<file path="src/rtl/pc_gen.sv">
// Program-counter generator and single-outstanding fetch sequencer with redirect handling.
// Define PC_GEN_RVC_EN for 2-byte alignment and compressed-instruction PC increments.
//
// state   | meaning
// --------+-------------------------------------------------------------
// ST_IDLE | just out of reset, heads to ST_REQ on the next clock
// ST_REQ  | fetch request presented at pc_q, waiting for accept
// ST_WAIT | request accepted, waiting for the instruction to return
// ST_HOLD | instruction buffered for decode, waiting for id_ready

module pc_gen #(
   parameter int              XLEN         = 32,
   parameter logic [XLEN-1:0] RESET_VECTOR = '0
) (
   input  logic            clk,
   input  logic            reset,
   output logic            fetch_req_valid,
   output logic [XLEN-1:0] fetch_req_addr,
   input  logic            fetch_req_ready,
   input  logic            fetch_rsp_valid,
   input  logic [31:0]     fetch_rsp_instr,
   output logic            if_valid,
   output logic [XLEN-1:0] if_pc,
   output logic [31:0]     if_instr,
   input  logic            id_ready,
   input  logic [1:0]      redirect_kind,
   input  logic [XLEN-1:0] redirect_pc,
   input  logic [XLEN-1:0] redirect_opa,
   input  logic [XLEN-1:0] redirect_imm,
   output logic            misalign_o
);

   localparam logic [1:0] ST_IDLE = 2'd0;
   localparam logic [1:0] ST_REQ  = 2'd1;
   localparam logic [1:0] ST_WAIT = 2'd2;
   localparam logic [1:0] ST_HOLD = 2'd3;

   localparam logic [1:0] K_NONE = 2'b00;
   localparam logic [1:0] K_JALR = 2'b11;

   localparam logic [XLEN-1:0] JALR_MASK = {{(XLEN-1){1'b1}}, 1'b0};

   logic [1:0]      state_q, state_d;
   logic [XLEN-1:0] pc_q, pc_d;
   logic            drop_q, drop_d;
   logic            if_valid_q, if_valid_d;
   logic [XLEN-1:0] if_pc_q, if_pc_d;
   logic [31:0]     if_instr_q, if_instr_d;
   logic            misalign_q, misalign_d;

   logic [XLEN-1:0] target;
   logic [XLEN-1:0] pc_inc;
   logic            tgt_bad;
   logic            redir_req;
   logic            redir_ok;

   always_comb begin
      if (redirect_kind == K_JALR) target = (redirect_opa + redirect_imm) & JALR_MASK;
      else                         target = redirect_pc + redirect_imm;
   end

`ifdef PC_GEN_RVC_EN
   assign tgt_bad = target[0];
   assign pc_inc  = (if_instr_q[1:0] != 2'b11) ? XLEN'(2) : XLEN'(4);
`else
   assign tgt_bad = target[1];
   assign pc_inc  = XLEN'(4);
`endif

   // Redirects are only meaningful once the sequencer has left IDLE.
   assign redir_req = (state_q != ST_IDLE) && (redirect_kind != K_NONE);
   assign redir_ok  = redir_req && !tgt_bad;

   always_comb begin
      state_d    = state_q;
      pc_d       = pc_q;
      drop_d     = drop_q;
      if_valid_d = if_valid_q;
      if_pc_d    = if_pc_q;
      if_instr_d = if_instr_q;
      misalign_d = redir_req && tgt_bad;

      if (state_q == ST_IDLE) begin
         state_d = ST_REQ;
      end else if (redir_ok) begin
         pc_d       = target;
         if_valid_d = 1'b0;
         // Outstanding response still owed by memory: mark it stale and keep waiting.
         if (state_q == ST_WAIT && !fetch_rsp_valid) begin
            drop_d = 1'b1;
         end else begin
            drop_d  = 1'b0;
            state_d = ST_REQ;
         end
      end else begin
         case (state_q)
            ST_REQ: begin
               if (fetch_req_ready) state_d = ST_WAIT;
            end
            ST_WAIT: begin
               if (fetch_rsp_valid) begin
                  if (drop_q) begin
                     drop_d  = 1'b0;
                     state_d = ST_REQ;
                  end else begin
                     if_instr_d = fetch_rsp_instr;
                     if_pc_d    = pc_q;
                     if_valid_d = 1'b1;
                     state_d    = ST_HOLD;
                  end
               end
            end
            ST_HOLD: begin
               if (id_ready) begin
                  if_valid_d = 1'b0;
                  pc_d       = pc_q + pc_inc;
                  state_d    = ST_REQ;
               end
            end
            default: state_d = ST_IDLE;
         endcase
      end
   end

   always_ff @(posedge clk or negedge reset) begin
      if (!reset) begin
         state_q    <= ST_IDLE;
         pc_q       <= RESET_VECTOR;
         drop_q     <= 1'b0;
         if_valid_q <= 1'b0;
         if_pc_q    <= '0;
         if_instr_q <= '0;
         misalign_q <= 1'b0;
      end else begin
         state_q    <= state_d;
         pc_q       <= pc_d;
         drop_q     <= drop_d;
         if_valid_q <= if_valid_d;
         if_pc_q    <= if_pc_d;
         if_instr_q <= if_instr_d;
         misalign_q <= misalign_d;
      end
   end

   assign fetch_req_valid = (state_q == ST_REQ);
   assign fetch_req_addr  = pc_q;
   assign if_valid        = if_valid_q;
   assign if_pc           = if_pc_q;
   assign if_instr        = if_instr_q;
   assign misalign_o      = misalign_q;

endmodule
</file>
<file path="config.mk">
export PLATFORM = sky130hd
export DESIGN_NAME = pc_gen
export DESIGN_NICKNAME = d
export VERILOG_FILES = /design/src/rtl/pc_gen.sv
export SDC_FILE = /design/constraint.sdc
export NUM_CORES = 1
export LEC_CHECK = 0
export ABC_AREA = 1
export BUFFER_PORTS_ARGS = -buffer_cell sky130_fd_sc_hd__buf_2
export CORE_UTILIZATION = 30
export DETAILED_ROUTE_END_ITERATION = 8
export GPL_ROUTABILITY_DRIVEN = 1
export HOLD_SLACK_MARGIN = 0.06
export PLACE_DENSITY = 0.58
export SLEW_MARGIN = 20
export SYNTH_ARGS = -nofsm -noshare
export SYNTH_HDL_FRONTEND = slang
export SYNTH_SLANG_ARGS = --single-unit
</file>
<file path="constraint.sdc">
create_clock -name clk -period 5 [get_ports clk]
set_input_delay 1 -clock clk [delete_from_list [all_inputs] [get_ports clk]]
set_output_delay 1 -clock clk [all_outputs]
set_load 0.02 [all_outputs]
</file>
==> flow_summary.yaml, run 1 <==
power:
  cellPowerDensity_nw_per_um2: 433
  p_leak_nw: 6.04
  ir_drop_mv: 0.196
  switching_share_pct: 49.7
  internal_power_mw: 2.41
  p_total_mw: 4.79
  clock_power_share_pct: 14.1
  p_switching_mw: 2.38
  share_comb_of_total_power_pct: 54.1
  seqPwrFrac_pct: 31.8
floorplan:
  fp-row-count: 63
  die_w_um: 177
  die_area_um2: 31400
  initial_core_util_pct: 30.8
  core_region_area_um2: 29900
  pin_count: 234
  die_y_um: 177
synth:
  synth_compound_area_share_pct: 12.4
  yosysSeqAreaShare_pct: 27.5
  synth_simple_gate_area_share_pct: 35.3
  synth-adder-area-share_pct: 8.87
  ys_seq_elements: 101
  syn_nets: 1623
  yosys_warnings: 0
  synth_top_family_by_area: "simple AND/OR/NAND/NOR gates"
  synthCells: 1424
  synth_cell_types: 45
  synth_edf_count: 0
  synth_mux_area_share_pct: 4.16
  netlist_area_um2: 9200
  postSynthAreaPerCell_um2: 6.46
  ys.flop_type: "dfrtp_1"
  synthArstFlopShare_pct: 100
  synth_xor_area_share_pct: 1.90
finish:
  mostFrequentLayoutCells: "nand2_1, buf_2, inv_1, nand3_1, nor2_1"
  multi_input_area_um2: 5780
  final_common_cell: "nand2_1"
  drive_gt1_share_pct: 19.1
  nets: 1849
  areaGrowthSynthToFinish_pct: 20.4
  regArea_um2: 2530
  fillers: 3261
  antenna_cells: 0
worst_setup_path:
  critical_path_class: "primary input to flop"
  arrival_ns: 3.27
  crit_fanout: 57
  cp_cell_sequence: "buf_2 > ha_1 > fa_1 > nand2_1 > nand2_1 > nor2_4 > inv_2 > nand3_4 > buf_4 > nand2_1 > o21ai_0"
  end_kind: "flop"
  path_common_cell: "nand2_1"
  required_ns: 5.23
  startpoint_type: "primary input"
  cpPeakStageDelay_ns: 0.49
  critPathSlowestCell: "fa_1"
clocking:
  clkSlewWorstSetupHoldPaths_ns: 0.07
  clockBufferDepth: 2
  htreeDepth: 3
  cts_sinks: 101
  cts_root_buf: "clkbuf_16"
  cts_hold_buf: 0
  tritoncts: "yes"
  clk-insertion-delay-late_ns: 0.35
  postCtsSetupBuffers: 0
  numCtsBuffers: 9
  post_cts_resized: 0
outcome:
  run_status: "completed"
place:
  place_ws_ns: 1.55
  gp_congestion: 0.913
  io_buffers: 233
  dpl.hpwl_mm: 27.3
timing:
  rsz0062_at_grt: "no"
  finalSetupTns_ns: 0
  slew_viol_final: 0
  worstMarginPinSlew_ns: 0.819
  setup_ws_ns: 1.97
  min_period_ns: 3.03
  setup_viol: 0
  hold_viol_final: 0
  skew_ns: 0.0126
  max-slew-margin-rel_pct: 45.4
  fmax_mhz: 330
  min_period_over_period_pct: 60.7
global_routing:
  grt-ovfl-total: 0
  grt_pass1_wl_mm: 50.2
  grt_use_total_pct: 20.7
  grt_max_degree: 64
  first_global_vias: 9482
  antenna_found_initial: 0
detailed_routing:
  wl_mm: 32.7
  drt_iter0_markers: 564
  drc: 0
  dr.pass1.iters: 5
  routed_via_density: 4.90
  wire_per_inst_um: 16.0
  vias: 10029
  postRouteAntennaNets: 0
hold_path:
  hp-class: "flop to flop"
job:
  maxCapViolCount: 0
-- synth_stat cells (4+ instances only) --
cell | count | area share, %
a21oi_1 | 88 | 4.8
buf_2 | 9 | 0.49
clkbuf_1 | 7 | 0.29
dfrtp_1 | 101 | 27
ha_1 | 62 | 8.4
inv_1 | 200 | 8.2
inv_2 | 7 | 0.29
mux2_2 | 34 | 4.2
nand2_1 | 455 | 19
nand2_2 | 4 | 0.27
nand3_1 | 117 | 6.4
nand3b_1 | 10 | 0.82
nand4_1 | 12 | 0.82
nor2_1 | 113 | 4.6
nor3_1 | 24 | 1.3
nor4_1 | 7 | 0.48
o21a_1 | 10 | 0.82
o21ai_0 | 90 | 4.9
o21bai_1 | 7 | 0.57
o31ai_1 | 4 | 0.33
xnor2_1 | 4 | 0.38
xor2_1 | 16 | 1.5
-- path summary, 6_finish.rpt --
path | start | to | slack, ns | cells past startpoint
worst max-delay path | redirect_pc[0] | if_pc[23]$_DFFE_PN0P_ | 1.97 | 11
max in group asynchronous | reset | if_pc[31]$_DFFE_PN0P_ | 3.20 | 2
worst max register to register | state_q[0]$_DFFE_PN0P_ | fetch_req_addr[11]$_DFFE_PN0P_ | 2.60 | 7
worst min-delay path | if_valid$_DFFE_PN0P_ | if_valid$_DFFE_PN0P_ | 0.49 | 1
worst min register to register | if_valid$_DFFE_PN0P_ | if_valid$_DFFE_PN0P_ | 0.49 | 1
min in group asynchronous | reset | if_instr[30]$_DFFE_PN0P_ | 0.73 | 1
-- layout make-up --
class,instances,area share (%)
clock buffers,9,2.03
clock inverters,7,0.542
inverters,207,7.02
multi-input cells,1091,52.2
flip-flops and latches,101,22.8
well taps,390,4.41
repair buffers,240,11.0
-- kinds of logic (layout without fill, tap and decap cells) --
family          after synthesis  after routing
mux                          34             34
buf+inv                     232            463
flops                       101            101
simple gates                760            760
xor+xnor                     20             20
fa+ha+maj                    64             64
compound gates              213            213
-- per-layer routing --
metal / vias to the layer above / part of all wire, % / GRT usage, %
met2: 347 / 45 / 34.4
met4: 0 / 2.3 / 6.32
met5: - / 0 / 0
met3: 40 / 6.1 / 2.06
li1: 5061 / - / -
met1: 4581 / 46 / 27.9
-- power by group through the flow --
stage | clock network (mW) | logic [mW] | registers, mW
floorplan | 0 | 1.24 | 1.93
global placement | 0 | 2.57 | 1.53
detailed placement | 0 | 2.60 | 1.55
CTS | 0.691 | 2.61 | 1.53
global route | 0.727 | 2.88 | 1.58
finish | 0.675 | 2.59 | 1.53
-- sequential cells by signal (all words and copies together), names as in the netlist --
signal,cells
if_pc,32
drop_q,1
state_q,2
if_instr,32
if_valid,1
misalign_o,1
fetch_req_addr,32
-- critical path, delay by kind of cell --
| kind | cells | cell delay, ns |
|---|---|---|
| compound gates | 1 | 0.07 |
| fa+ha+maj | 2 | 0.72 |
| buf+inv | 3 | 0.62 |
| simple gates | 5 | 0.82 |
-- through the flow --
step / hold WS [ns] / utilization (%) / instance area, um2 / cells
2_1_floorplan: 0.476 / - / 9200 / 1424
5_1_grt: 0.504 / 37.1 / 11100 / 2045
3_5_place_dp: 0.472 / 36.1 / 10800 / 2029
4_1_cts: 0.490 / 37.1 / 11100 / 2045
6_report: 0.485 / 37.1 / 11100 / 2045
3_3_place_gp: 0.465 / 36.1 / 10800 / 2029
No activity file was read; power rests on OpenSTA's default activity.
==> run 2: changes to the inputs <==
==> constraint.sdc (replaced) <==
create_clock -name clk -period 3 [get_ports clk]
set_input_delay 0.6 -clock clk [delete_from_list [all_inputs] [get_ports clk]]
set_output_delay 0.6 -clock clk [all_outputs]
set_load 0.02 [all_outputs]
==> run 2 against run 1 <==
Via count fell by 1.1%; count of clock-buffer cells in the layout did not move; register-to-register slack got worse by 1.8 ns; critical endpoint is now fetch_req_addr[26]$_DFFE_PN0P_; global-route usage barely moved; combinational power rose by 69%.
==> flow_summary.yaml, run 2 (same netlist as run 1, synthesis figures left out) <==
floorplan:
  die_w_um: 177
  die_y_um: 177
  initial_core_util_pct: 30.8
  fp-row-count: 63
  pin_count: 234
  core_region_area_um2: 29900
  die_area_um2: 31400
finish:
  areaGrowthSynthToFinish_pct: 22.0
  fillers: 3260
  mostFrequentLayoutCells: "nand2_1, buf_2, inv_1, nand3_1, nor2_1"
  antenna_cells: 0
  drive_gt1_share_pct: 19.4
  nets: 1856
  fin_area_um2: 11200
  final_common_cell: "nand2_1"
worst_setup_path:
  critical_path_class: "primary input to flop"
  startpoint_type: "primary input"
  required_ns: 3.25
  end_kind: "flop"
  crit_fanout: 15
  arrival_ns: 2.57
  reg2reg_depth: 12
detailed_routing:
  postRouteAntennaNets: 0
  drt_iter0_markers: 556
  wl_mm: 32.6
  routed_via_density: 4.83
  wire_per_inst_um: 15.9
  drc: 0
  dr.pass1.iters: 4
  vias: 9917
clocking:
  tritoncts: "yes"
  numCtsBuffers: 9
  post_cts_resized: 0
  clkSlewWorstSetupHoldPaths_ns: 0.08
  clockBufferDepth: 2
  cts_hold_buf: 0
  htreeDepth: 3
  cts_sinks: 101
  clk-insertion-delay-late_ns: 0.36
  postCtsSetupBuffers: 0
  cts_root_buf: "clkbuf_16"
timing:
  fmax_mhz: 431
  skew_ns: 0.0146
  hold_viol_final: 0
  finalSetupTns_ns: 0
  worstMarginPinSlew_ns: 0.602
  slew_viol_final: 0
  rsz0062_at_grt: "no"
  max-slew-margin-rel_pct: 59.9
  setup_viol: 0
  min_period_ns: 2.32
  min_period_over_period_pct: 77.4
global_routing:
  grt_use_total_pct: 20.6
  gr-usage-met2_pct: 34.4
  grt-ovfl-total: 0
  met1_usage_pct: 28.0
  grtUsageMet3_pct: 2.32
  busiest_layer: "met2"
  grt_pass1_wl_mm: 50.1
  grt_max_degree: 55
  first_global_vias: 9432
  antenna_found_initial: 0
power:
  cellPowerDensity_nw_per_um2: 731
  ir_drop_mv: 0.385
  p_leak_nw: 6.11
place:
  dpl.hpwl_mm: 27.5
  io_buffers: 233
  gp_congestion: 0.914
  post_dp_cell_area_um2: 10900
job:
  maxCapViolCount: 0
hold_path:
  hp-class: "primary input to async pin"
outcome:
  run_status: "completed"
## run 2: critical path, cell delays in order
cell     delay, ns
buf_2         0.10
ha_1          0.23
fa_1          0.49
nand2_1       0.06
nand2_1       0.11
nor2_4        0.05
inv_2         0.13
buf_4         0.23
nand2_1       0.09
inv_1         0.13
nand3_1       0.09
o21ai_0       0.08
inv_1         0.06
nand2_1       0.06
inv_1         0.04
## run 2: cell type report
class / count / area [um2] / share of cell area (%)
Sequential cell: 101 / 2530 / 22.5
Clock inverter: 7 / 105 / 0.936
Clock buffer: 9 / 225 / 2.01
Inverter: 207 / 777 / 6.92
Timing Repair Buffer: 247 / 1320 / 11.8
Multi-Input combinational cell: 1091 / 5780 / 51.5
Tap cell: 390 / 488 / 4.35
## run 2: worst paths after layout
check,slack (ns),startpoint,endpoint
max,0.68,redirect_pc[0],fetch_req_addr[26]$_DFFE_PN0P_
min,0.24,reset,if_instr[29]$_DFFE_PN0P_
max reg2reg,0.79,fetch_req_addr[3]$_DFFE_PN0P_,fetch_req_addr[28]$_DFFE_PN0P_
min reg2reg,0.48,if_pc[5]$_DFFE_PN0P_,if_pc[5]$_DFFE_PN0P_
max in group asynchronous,2.01,reset,fetch_req_addr[6]$_DFFE_PN0P_
min in group clk,0.47,fetch_rsp_instr[26],if_instr[26]$_DFFE_PN0P_
## run 2: per-layer routing
metal	vias to the layer above	share of wire (%)
met2	321	46
met4	0	1.8
li1	5093	-
met5	-	0
met1	4473	46
met3	30	6.0
## run 2: power by group
| group | switching (mW) | internal, mW | total (mW) | leakage [nW] |
|---|---|---|---|---|
| Clock | 0.559 | 0.745 | 1.30 | 0.159 |
| Sequential | 0.526 | 2.00 | 2.53 | 1.24 |
| Combinational | 2.90 | 1.47 | 4.37 | 4.71 |
## run 2: per-stage QoR
step	util (%)	total power [mW]	std cells	hold WS, ns	setup slack [ns]
floorplan	-	5.29	1424	0.304	0.638
detailed placement	36.5	6.95	2036	0.468	0.309
CTS	37.6	8.28	2052	0.270	0.677
global route	37.6	8.86	2052	0.300	0.453
finish	37.6	8.20	2052	0.241	0.679
global placement	36.5	6.90	2036	0.461	0.346
==> run 3: changes to the inputs <==
==> constraint.sdc (replaced) <==
create_clock -name clk -period 2.4 [get_ports clk]
set_input_delay 0.48 -clock clk [delete_from_list [all_inputs] [get_ports clk]]
set_output_delay 0.48 -clock clk [all_outputs]
set_load 0.02 [all_outputs]
==> run 3 against run 2 <==
Sequential power grew 25%; hold slack got worse by 0.15 ns; combinational power increased by 32%; cell area rose by 5.7%; critical path type is now flop to flop; cell count is 4.1% higher; register-to-register slack worse by 0.66 ns.
==> flow_summary.yaml, run 3 (same netlist as run 1, synthesis figures left out) <==
detailed_routing:
  dr.pass1.iters: 6
  routed_via_density: 4.85
  drc: 0
  wire_per_inst_um: 15.7
  wl_mm: 33.5
  vias: 10355
  postRouteAntennaNets: 0
  drt_iter0_markers: 620
timing:
  skew_ns: 0.0104
  slew_viol_final: 0
  setup_viol: 0
  min_period_over_period_pct: 94.5
  worstMarginPinSlew_ns: 0.502
  hold_viol_final: 0
  min_period_ns: 2.27
  fmax_mhz: 441
  max-slew-margin-rel_pct: 66.5
floorplan:
  initial_core_util_pct: 30.8
  fp-row-count: 63
  pin_count: 234
  die_w_um: 177
  core_region_area_um2: 29900
  die_y_um: 177
  die_area_um2: 31400
clocking:
  cts_sinks: 101
  clkSlewWorstSetupHoldPaths_ns: 0.08
  numCtsBuffers: 9
  clk-insertion-delay-late_ns: 0.35
  cts_hold_buf: 0
  tritoncts: "yes"
  cts_root_buf: "clkbuf_16"
  clockBufferDepth: 2
  htreeDepth: 3
finish:
  drive_gt1_share_pct: 23.4
  areaGrowthSynthToFinish_pct: 28.9
  mostFrequentLayoutCells: "nand2_1, buf_2, inv_1, nand3_1, nor2_1"
  final_common_cell: "nand2_1"
  nets: 1941
  fin_util_pct: 39.7
  antenna_cells: 0
worst_setup_path:
  r2r-end: "fetch_req_addr[28]$_DFFE_PN0P_"
  cp_cell_sequence: "ha_1 > nand2_1 > inv_2 > nand4_4 > nor3_4 > nand3_2 > nor3_4 > nand3_1 > nand2_1 > nand3_1 > nand2_1 > inv_1"
  startpoint_type: "flop"
  critical_path_class: "flop to flop"
  cpPeakStageDelay_ns: 0.37
  crit_fanout: 6
  path_delay_family: "simple AND/OR/NAND/NOR gates"
  required_ns: 2.65
  path_common_cell: "nand2_1"
  path_buf_inv: 2
  arrival_ns: 2.52
  critPathSlowestCell: "dfrtp_1"
  rrSetupSlack_ns: 0.13
  reg2reg_depth: 12
  reg2reg_from: "fetch_req_addr[3]$_DFFE_PN0P_"
  end_kind: "flop"
global_routing:
  grt_use_total_pct: 21.5
  grt_pass1_wl_mm: 51.9
  first_global_vias: 9855
  antenna_found_initial: 0
  grt-ovfl-total: 0
  grt_max_degree: 40
hold_path:
  hp-class: "primary input to async pin"
place:
  dpl.hpwl_mm: 28.4
  io_buffers: 233
  gp_congestion: 0.921
outcome:
  run_status: "completed"
job:
  maxCapViolCount: 0
power:
  cellPowerDensity_nw_per_um2: 874
  p_leak_nw: 6.52
  ir_drop_mv: 0.398
  p_total_mw: 10.4
## run 3: what timing repair did
item / 4_1_cts / 5_1_grt
endpoints found under the setup margin: 0 / 2
resized for setup: 0 / 1
buffers inserted: 0 / 4
## run 3: layer usage
metal / track usage [%] / part of all wire, % / vias to the layer above
li1: - / - / 5255
met1: 28.9 / 45 / 4690
met2: 36.0 / 46 / 374
met3: 2.68 / 7.1 / 36
met4: 5.42 / 1.8 / 0
met5: 0 / 0 / -
## run 3: worst reg2reg max path, delay by kind of cell, from the launching register on
| family | cells | cell delay, ns |
|---|---|---|
| and+or+nand+nor | 9 | 1.47 |
| DFF | 1 | 0.37 |
| adders and majority gates | 1 | 0.18 |
| buffers and inverters | 2 | 0.14 |
## run 3: how the worst max path moves through the flow
stage,slack (ns),start,to,cells past startpoint
floorplan,0.16,redirect_pc[0],if_instr[10]$_DFFE_PN0P_,9
global placement,-0.14,redirect_pc[0],fetch_req_addr[10]$_DFFE_PN0P_,13
detailed placement,-0.11,redirect_pc[0],fetch_req_addr[26]$_DFFE_PN0P_,15
CTS,0.12,fetch_req_addr[3]$_DFFE_PN0P_,fetch_req_addr[28]$_DFFE_PN0P_,12
global route,-0.003,fetch_req_addr[2]$_DFFE_PN0P_,fetch_req_addr[30]$_DFFE_PN0P_,12
finish,0.13,fetch_req_addr[3]$_DFFE_PN0P_,fetch_req_addr[28]$_DFFE_PN0P_,12
## run 3: stage by stage
| step | setup slack, ns | cell area [um2] | cells | setup TNS [ns] | hold WS [ns] |
|---|---|---|---|---|---|
| after CTS | 0.122 | 11800 | 2133 | 0 | 0.103 |
| after detailed placement | -0.106 | 11500 | 2117 | -3.40 | 0.468 |
| after floorplan | 0.158 | 9200 | 1424 | 0 | 0.184 |
| final | 0.133 | 11900 | 2137 | 0 | 0.0938 |
| after global placement | -0.139 | 11500 | 2117 | -1.29 | 0.462 |
| after global routing | -0.00336 | 11900 | 2137 | -0.00336 | 0.120 |
## run 3: area by class of cell
class	instances	area [um2]
inverter	207	777
sequential	101	2530
clock inverter	6	53.8
timing repair buffer	332	2000
clock buffer	10	239
fill	3262	18000
tap	390	488
multi-input combinational	1091	5780
## run 3: power by group
group          switching, mW  internal (mW)  leakage (nW)
clock network          0.689          0.751         0.142
logic                   3.69           2.07          5.14
registers              0.669           2.50          1.24
total                   5.04           5.32          6.52
